### config.mk
export PLATFORM = sky130hd
export DESIGN_NAME = sm4_key_sched
export DESIGN_NICKNAME = d
export VERILOG_FILES = /design/src/rtl/sm4_pkg.sv /design/src/rtl/sm4_key_round.sv /design/src/rtl/sm4_key_sched.sv
export SDC_FILE = /design/constraint.sdc
export NUM_CORES = 2
export LEC_CHECK = 0
export ABC_AREA = 1
export BUFFER_PORTS_ARGS = -buffer_cell sky130_fd_sc_hd__buf_2
export CAP_MARGIN = 0
export CORE_AREA = 2 2 454 456
export DETAILED_ROUTE_END_ITERATION = 12
export DIE_AREA = 0 0 456 458
export SLEW_MARGIN = 20
export SYNTH_ARGS = -nofsm -noshare
export SYNTH_HDL_FRONTEND = slang
export SYNTH_HIERARCHICAL = 1
export SYNTH_SLANG_ARGS = --single-unit
### constraint.sdc
create_clock -name clk -period 5.5 [get_ports clk]
set_clock_uncertainty 0.2 [all_clocks]
set_input_delay 0.275 -clock clk [delete_from_list [all_inputs] [get_ports clk]]
set_output_delay 0.275 -clock clk [all_outputs]
set_load 0.03 [all_outputs]
### src/rtl/sm4_pkg.sv
// Shared SM4 definitions: FK/CK constants, S-box and key-schedule FSM encoding.
// Used by both the key schedule and the encryption rounds so there is one S-box.
package sm4_pkg;

    localparam int unsigned WORD_W = 32;
    localparam int unsigned KEY_W  = 128;
    localparam int unsigned ROUNDS = 32;
    localparam int unsigned CNT_W  = 5;

    localparam logic [1:0] ST_IDLE = 2'd0;
    localparam logic [1:0] ST_RUN  = 2'd1;
    localparam logic [1:0] ST_DONE = 2'd2;

    // FK0 occupies the top word so it lines up with MK0 = key[127:96]
    localparam logic [KEY_W-1:0] FK = 128'hA3B1BAC6_56AA3350_677D9197_B27022DC;

    localparam logic [7:0] SBOX_TBL [256] = '{
        8'hd6, 8'h90, 8'he9, 8'hfe, 8'hcc, 8'he1, 8'h3d, 8'hb7, 8'h16, 8'hb6, 8'h14, 8'hc2, 8'h28, 8'hfb, 8'h2c, 8'h05,
        8'h2b, 8'h67, 8'h9a, 8'h76, 8'h2a, 8'hbe, 8'h04, 8'hc3, 8'haa, 8'h44, 8'h13, 8'h26, 8'h49, 8'h86, 8'h06, 8'h99,
        8'h9c, 8'h42, 8'h50, 8'hf4, 8'h91, 8'hef, 8'h98, 8'h7a, 8'h33, 8'h54, 8'h0b, 8'h43, 8'hed, 8'hcf, 8'hac, 8'h62,
        8'he4, 8'hb3, 8'h1c, 8'ha9, 8'hc9, 8'h08, 8'he8, 8'h95, 8'h80, 8'hdf, 8'h94, 8'hfa, 8'h75, 8'h8f, 8'h3f, 8'ha6,
        8'h47, 8'h07, 8'ha7, 8'hfc, 8'hf3, 8'h73, 8'h17, 8'hba, 8'h83, 8'h59, 8'h3c, 8'h19, 8'he6, 8'h85, 8'h4f, 8'ha8,
        8'h68, 8'h6b, 8'h81, 8'hb2, 8'h71, 8'h64, 8'hda, 8'h8b, 8'hf8, 8'heb, 8'h0f, 8'h4b, 8'h70, 8'h56, 8'h9d, 8'h35,
        8'h1e, 8'h24, 8'h0e, 8'h5e, 8'h63, 8'h58, 8'hd1, 8'ha2, 8'h25, 8'h22, 8'h7c, 8'h3b, 8'h01, 8'h21, 8'h78, 8'h87,
        8'hd4, 8'h00, 8'h46, 8'h57, 8'h9f, 8'hd3, 8'h27, 8'h52, 8'h4c, 8'h36, 8'h02, 8'he7, 8'ha0, 8'hc4, 8'hc8, 8'h9e,
        8'hea, 8'hbf, 8'h8a, 8'hd2, 8'h40, 8'hc7, 8'h38, 8'hb5, 8'ha3, 8'hf7, 8'hf2, 8'hce, 8'hf9, 8'h61, 8'h15, 8'ha1,
        8'he0, 8'hae, 8'h5d, 8'ha4, 8'h9b, 8'h34, 8'h1a, 8'h55, 8'had, 8'h93, 8'h32, 8'h30, 8'hf5, 8'h8c, 8'hb1, 8'he3,
        8'h1d, 8'hf6, 8'he2, 8'h2e, 8'h82, 8'h66, 8'hca, 8'h60, 8'hc0, 8'h29, 8'h23, 8'hab, 8'h0d, 8'h53, 8'h4e, 8'h6f,
        8'hd5, 8'hdb, 8'h37, 8'h45, 8'hde, 8'hfd, 8'h8e, 8'h2f, 8'h03, 8'hff, 8'h6a, 8'h72, 8'h6d, 8'h6c, 8'h5b, 8'h51,
        8'h8d, 8'h1b, 8'haf, 8'h92, 8'hbb, 8'hdd, 8'hbc, 8'h7f, 8'h11, 8'hd9, 8'h5c, 8'h41, 8'h1f, 8'h10, 8'h5a, 8'hd8,
        8'h0a, 8'hc1, 8'h31, 8'h88, 8'ha5, 8'hcd, 8'h7b, 8'hbd, 8'h2d, 8'h74, 8'hd0, 8'h12, 8'hb8, 8'he5, 8'hb4, 8'hb0,
        8'h89, 8'h69, 8'h97, 8'h4a, 8'h0c, 8'h96, 8'h77, 8'h7e, 8'h65, 8'hb9, 8'hf1, 8'h09, 8'hc5, 8'h6e, 8'hc6, 8'h84,
        8'h18, 8'hf0, 8'h7d, 8'hec, 8'h3a, 8'hdc, 8'h4d, 8'h20, 8'h79, 8'hee, 8'h5f, 8'h3e, 8'hd7, 8'hcb, 8'h39, 8'h48
    };

    function automatic logic [7:0] sbox(input logic [7:0] x);
        return SBOX_TBL[x];
    endfunction

    // CK_i byte j (j = 0 is the most significant byte) = (4i + j) * 7 mod 256
    function automatic logic [WORD_W-1:0] ck(input logic [CNT_W-1:0] i);
        logic [WORD_W-1:0] w;
        w = '0;
        for (int j = 0; j < 4; j++) begin
            w[31-8*j -: 8] = 8'((int'(i) * 4 + j) * 7);
        end
        return w;
    endfunction

endpackage

### src/rtl/sm4_key_round.sv
// One SM4 key-expansion round: new = K0 ^ L'(tau(K1 ^ K2 ^ K3 ^ CK)).
module sm4_key_round
    import sm4_pkg::*;
(
    input  logic [WORD_W-1:0] k0_i,
    input  logic [WORD_W-1:0] k1_i,
    input  logic [WORD_W-1:0] k2_i,
    input  logic [WORD_W-1:0] k3_i,
    input  logic [WORD_W-1:0] ck_i,
    output logic [WORD_W-1:0] new_key_c
);

    logic [WORD_W-1:0] t;
    logic [WORD_W-1:0] b;

    always_comb begin
        t = k1_i ^ k2_i ^ k3_i ^ ck_i;
        b = {sbox(t[31:24]), sbox(t[23:16]), sbox(t[15:8]), sbox(t[7:0])};
        new_key_c = k0_i ^ b ^ {b[18:0], b[31:19]} ^ {b[8:0], b[31:9]};
    end

endmodule

### src/rtl/sm4_key_sched.sv
// Iterative SM4 key expansion: one round key per clock into a 32-entry bank,
// then key_exp_out holds high until the next start, disable or reset.
module sm4_key_sched
    import sm4_pkg::*;
(
    input  logic              clk,
    input  logic              rst,
    input  logic              sm4_enable,
    input  logic              key_start,
    input  logic [KEY_W-1:0]  key_in,
    output logic [WORD_W-1:0] rk_00, rk_01, rk_02, rk_03, rk_04, rk_05, rk_06, rk_07,
    output logic [WORD_W-1:0] rk_08, rk_09, rk_10, rk_11, rk_12, rk_13, rk_14, rk_15,
    output logic [WORD_W-1:0] rk_16, rk_17, rk_18, rk_19, rk_20, rk_21, rk_22, rk_23,
    output logic [WORD_W-1:0] rk_24, rk_25, rk_26, rk_27, rk_28, rk_29, rk_30, rk_31,
    output logic              key_exp_out,
    output logic              busy
);

    logic [1:0]        state_q, state_d;
    logic [CNT_W-1:0]  cnt_q, cnt_d;
    logic [KEY_W-1:0]  win_q, win_d;
    logic              key_exp_q, key_exp_d;
    logic              busy_q, busy_d;
    logic [WORD_W-1:0] rk_q [ROUNDS];
    logic [ROUNDS-1:0] rk_we;
    logic [WORD_W-1:0] ck_c;
    logic [WORD_W-1:0] new_key_c;

    assign ck_c = ck(cnt_q);

    sm4_key_round u_round (
        .k0_i      (win_q[127:96]),
        .k1_i      (win_q[95:64]),
        .k2_i      (win_q[63:32]),
        .k3_i      (win_q[31:0]),
        .ck_i      (ck_c),
        .new_key_c (new_key_c)
    );

    // Next-state: load on start, shift the window each RUN cycle, abort on disable
    always_comb begin
        state_d = state_q;
        cnt_d   = cnt_q;
        win_d   = win_q;
        rk_we   = '0;
        case (state_q)
            ST_IDLE: begin
                if (sm4_enable && key_start) begin
                    win_d   = key_in ^ FK;
                    cnt_d   = '0;
                    state_d = ST_RUN;
                end
            end
            ST_RUN: begin
                if (!sm4_enable) begin
                    state_d = ST_IDLE;
                end else begin
                    rk_we = ROUNDS'(1) << cnt_q;
                    win_d = {win_q[95:0], new_key_c};
                    cnt_d = cnt_q + CNT_W'(1);
                    if (cnt_q == CNT_W'(ROUNDS - 1)) begin
                        state_d = ST_DONE;
                    end
                end
            end
            ST_DONE: begin
                if (!sm4_enable) begin
                    state_d = ST_IDLE;
                end else if (key_start) begin
                    win_d   = key_in ^ FK;
                    cnt_d   = '0;
                    state_d = ST_RUN;
                end
            end
            default: state_d = ST_IDLE;
        endcase
        key_exp_d = (state_d == ST_DONE);
        busy_d    = (state_d == ST_RUN);
    end

    always_ff @(posedge clk) begin
        if (rst) begin
            state_q   <= ST_IDLE;
            cnt_q     <= '0;
            win_q     <= '0;
            key_exp_q <= 1'b0;
            busy_q    <= 1'b0;
            for (int i = 0; i < ROUNDS; i++) begin
                rk_q[i] <= '0;
            end
        end else begin
            state_q   <= state_d;
            cnt_q     <= cnt_d;
            win_q     <= win_d;
            key_exp_q <= key_exp_d;
            busy_q    <= busy_d;
            for (int i = 0; i < ROUNDS; i++) begin
                if (rk_we[i]) begin
                    rk_q[i] <= new_key_c;
                end
            end
        end
    end

    assign key_exp_out = key_exp_q;
    assign busy        = busy_q;

    assign rk_00 = rk_q[0];   assign rk_01 = rk_q[1];   assign rk_02 = rk_q[2];   assign rk_03 = rk_q[3];
    assign rk_04 = rk_q[4];   assign rk_05 = rk_q[5];   assign rk_06 = rk_q[6];   assign rk_07 = rk_q[7];
    assign rk_08 = rk_q[8];   assign rk_09 = rk_q[9];   assign rk_10 = rk_q[10];  assign rk_11 = rk_q[11];
    assign rk_12 = rk_q[12];  assign rk_13 = rk_q[13];  assign rk_14 = rk_q[14];  assign rk_15 = rk_q[15];
    assign rk_16 = rk_q[16];  assign rk_17 = rk_q[17];  assign rk_18 = rk_q[18];  assign rk_19 = rk_q[19];
    assign rk_20 = rk_q[20];  assign rk_21 = rk_q[21];  assign rk_22 = rk_q[22];  assign rk_23 = rk_q[23];
    assign rk_24 = rk_q[24];  assign rk_25 = rk_q[25];  assign rk_26 = rk_q[26];  assign rk_27 = rk_q[27];
    assign rk_28 = rk_q[28];  assign rk_29 = rk_q[29];  assign rk_30 = rk_q[30];  assign rk_31 = rk_q[31];

endmodule

==> results.txt <==
The area of the die is 0.209 sq mm. Counting along the longest clock path gives a buffer depth of 3. After synthesis, the largest family of logic cells by area is simple AND/OR/NAND/NOR gates. The area share of fa/ha/maj cells after synthesis is 1.22%. The post-detailed-route DRC marker count came out at 0. The number of antenna violations at the first check in global routing is 30. The startpoint identified for the worst hold timing path is key_in[21]. The register bit count reported by yosys came out at 1,161.

The CTS H-tree depth is 4. The area growth from synthesis to layout came out at 32.3%. IR analysis of the VDD net gives a maximum drop of 0.404 mV. Of the post-synthesis cell area, the dominant cell type holds 54.8%. The number of max-slew violations in the final report is 0. The first global-routing pass estimated 423 mm of wire. The via count of the first global-routing pass came out at 51,207. The final cycle utilization of the critical path came out at 96.7%.

The largest delay contributor family on the critical path is buffers and inverters. The mean instance size in the synthesized netlist came out at 9.10 sq um. The worst-case setup slack after placement came out at -213 ps. In this run the worst path has a maximum fanout of 18. The worst path meets setup with 181 ps of slack.

The die outline width came out at 456 um. After layout, the minimum clock period comes to 5320 ps. The core region is 0.204 sq mm. For this run, the post-layout net count is 7,920. Max-cap violations in this run came to 0. The kind of launch point of the worst setup path is a register.

The endpoint identified for the worst register-to-register timing path is rk_q[0][490]. The worst setup path is captured at a register. The worst slew slack as a fraction of its limit is 19.7%. The run finished with clean final reports.

The power density over cell area came out at 669 mW/mm^2. The iteration count of the initial detailed-routing pass is 6. Synthesis handed over a netlist of 6,162 instances. The sum of routed wire length over all layers came out at 315 mm. The fill cell total of the finished layout is 20,693. The number of different library cells used by synthesis comes to 40. The placer congestion estimate is 0.986.

The share of layout cells above drive strength 1 is 26.5%. The worst endpoint required time came out at 5930 ps. The maximum frequency from static timing analysis is 188 MHz. Of all cell types, the one taking the most synthesized area is edfxtp_1. The final count of negative-setup-slack endpoints came out at 0. The cell that appears most often on the critical path is inv_1. The total number of yosys warnings came out at 6. The routed layout has 54,523 vias. The clock transition at the registers of the reported paths is 60 ps. The overall global routing resource usage came out at 28.9%. In this run the critical register-to-register path is launched from cnt_q[2]. The wire-length estimate of the detail-placed layout is 232 mm. The via density per instance is 5.17. The post-layout utilization of the core came out at 36.4%. The arrival time of the worst setup path is 5750 ps. The depth of the worst register-to-register path came out at 26. The leakage power of the design came out at 33.4 nW. The antenna violation net count after detailed routing came out at 0.

The share of cell area taken by muxes after synthesis came out at 0%. Entering global routing, the biggest net connects 95 pins. For hold timing, the worst endpoint is win_q[21]. The number of buffers and inverters on the critical path is 11.

The site row count is 166. The cell depth of the worst hold path came out at 4. The xor-xnor portion of the synthesized cell area is 1.07%. The count of routing violations after the opening detailed-route iteration is 7,476.

The cell count after placement is 10,151. The floorplan die height came out at 458 um. The number of clock sinks came out at 1,161. The number of primary I/O pins came out at 1,158. The initial cell density of the core is 27.5%. The critical path is of the reg -> reg type. TritonCTS built the clock tree. The total standard cell area after synthesis came out at 0.0561 sq mm. The biggest cell delay along the critical path is 560 ps.

The basic-gate share of the synthesized area counting and, or, nand and nor cells came out at 28.4%. The synthesized-area fraction occupied by ao, oa, aoi and oai cells came out at 3.50%. The number of endpoints with negative hold slack in the final report is 0. After synthesis, flip-flops and latches occupy 59.7% of the total area. The slowest stage cell on the critical path is fa_1.

In this run the tool buffered the top-level ports with 1,157 buffer cells. The finished layout cell area is 0.0742 sq mm. The standard cell area after detailed placement is 0.0683 sq mm.

The count of non-filler cells in the finished layout came out at 10,552. The path class of the tightest hold or removal check is in -> reg. The slew at the pin closest to its max-slew limit came out at 1200 ps.

The root buffer selected by CTS is clkbuf_16. The clock reaches the later pin of the worst-skew pair after 800 ps. For this run the aggregate overflow at the end of global routing stands at 0. After detailed routing, the average wire length per cell comes to 29.8 um. After synthesis, the cell types taking the most area are edfxtp_1 55%, nand2_1 10%, nand3_1 9.5%. The total CTS buffers came out at 130. The total negative slack is 0 ps. The register-to-register setup slack is 180 ps.
-- how the worst max path moves through the flow --
| stage | startpoint | end | depth (start not counted) |
|---|---|---|---|
| final | cnt_q[2] | rk_q[0][490] | 26 |
| after CTS | cnt_q[2] | rk_q[0][328] | 26 |
| after global routing | cnt_q[0] | rk_q[0][198] | 36 |
| after global placement | cnt_q[0] | rk_q[0][456] | 31 |
| after floorplan | cnt_q[2] | rk_q[0][483] | 27 |
| after detailed placement | cnt_q[0] | rk_q[0][456] | 33 |
-- state kept, by name, indices dropped and copies added, names as in the netlist --
signal	count
rk_q	1024
win_q	128
cnt_q	5
state_q	2
busy	1
key_exp_out	1
-- timing repair --
item,in CTS,in global routing
gates resized for setup,4,25
pin swaps,0,4
buffers inserted,0,9
hold buffers,131,0
setup endpoints to repair,56,346
cloned,0,2
endpoints found under the hold margin,133,0
-- logic make-up after synthesis --
group | count (synthesis)
adder cells (fa/ha/maj) | 51
AO/OA/AOI/OAI | 380
AND/OR/NAND/NOR | 3749
other | 2
XOR/XNOR | 62
buffers and inverters | 757
flip-flops | 1161
-- power by group --
group | total (W) | leakage [nW] | switching, W | internal, W
clock | 0.00871 | 2.05 | 0.00386 | 0.00485
combinational | 0.0279 | 19.7 | 0.0205 | 0.00738
sequential | 0.0131 | 11.6 | 0.000592 | 0.0125
total | 0.0497 | 33.4 | 0.0249 | 0.0247
-- layout make-up --
type                       instances  area (sq um)  share of cell area (%)
multi-input combinational       4258         19800                    26.7
antenna                           20          50.0                  0.0674
clock inverter                    73           812                    1.09
clock buffer                     166          3430                    4.62
tap                             2688          3360                    4.53
inverter                         391          1480                    1.99
timing repair buffer            1795         11800                    15.9
sequential                      1161         33500                    45.1
-- synth_stat cells (all sizes together) --
library cell  instances
a21oi                88
and2                  1
and3                  1
buf                 223
clkbuf              143
clkinv               38
conb                  2
dfxtp               137
edfxtp             1024
fa                    6
ha                   45
inv                 353
nand2              1549
nand3              1076
nand3b               11
nand4                21
nor2               1072
nor3                  3
nor3b                 2
o211ai               17
o21ai               274
o21bai                1
or2                  13
xnor2                26
xor2                 36
-- worst reg2reg max path: stages, from the launching register on --
cell	delay, ps
dfxtp_1	340
inv_1	80
fa_1	560
inv_1	70
ha_1	180
inv_1	110
fa_1	420
inv_1	150
xor2_2	270
xor2_4	240
buf_12	220
o21ai_0	200
inv_1	140
a21oi_1	70
nand2_1	160
nand3_1	200
nand3b_1	150
nand2_1	120
nand2_1	90
inv_1	40
nor2_1	240
buf_4	170
inv_1	70
nor2_2	110
clkinv_1	120
buf_12	170
nor2_1	250
-- per-stage QoR --
stage	power [W]	hold WS, ps
after floorplan	0.0258	252
after global placement	0.0406	311
after detailed placement	0.0404	328
after CTS	0.0492	13.1
after global routing	0.0513	35.4
final	0.0497	88.8
-- cells in the final DEF (no fill, tap or decap), types with 21 or more instances in the layout --
cell type | Yosys | final
buf_4 | 39 | 436
dlygate4sd3_1 | 0 | 131
buf_12 | 0 | 66
nor2_2 | 16 | 37
o21ai_0 | 262 | 247
clkinv_1 | 38 | 54
clkbuf_1 | 143 | 32
ha_1 | 45 | 44
nand2_2 | 47 | 62
clkbuf_16 | 0 | 132
dfxtp_1 | 137 | 137
nand2_1 | 1498 | 1477
edfxtp_1 | 1024 | 1024
nor2_4 | 10 | 24
inv_1 | 333 | 329
inv_2 | 20 | 24
xor2_1 | 34 | 28
nand3_1 | 1060 | 1052
a21oi_1 | 83 | 83
buf_2 | 126 | 1157
nand4_1 | 21 | 21
nand3_2 | 15 | 23
nor2_1 | 1046 | 1011
-- layer usage --
metal | wire length [um] | global-route usage [%] | vias to the layer above
met5 | 27 | 0 | -
met1 | 120000 | 35.6 | 26653
met3 | 26100 | 5.67 | 746
li1 | - | - | 23729
met4 | 24000 | 19.1 | 4
met2 | 144000 | 46.1 | 3391
Note: power is estimated with default switching activity, not from simulation.
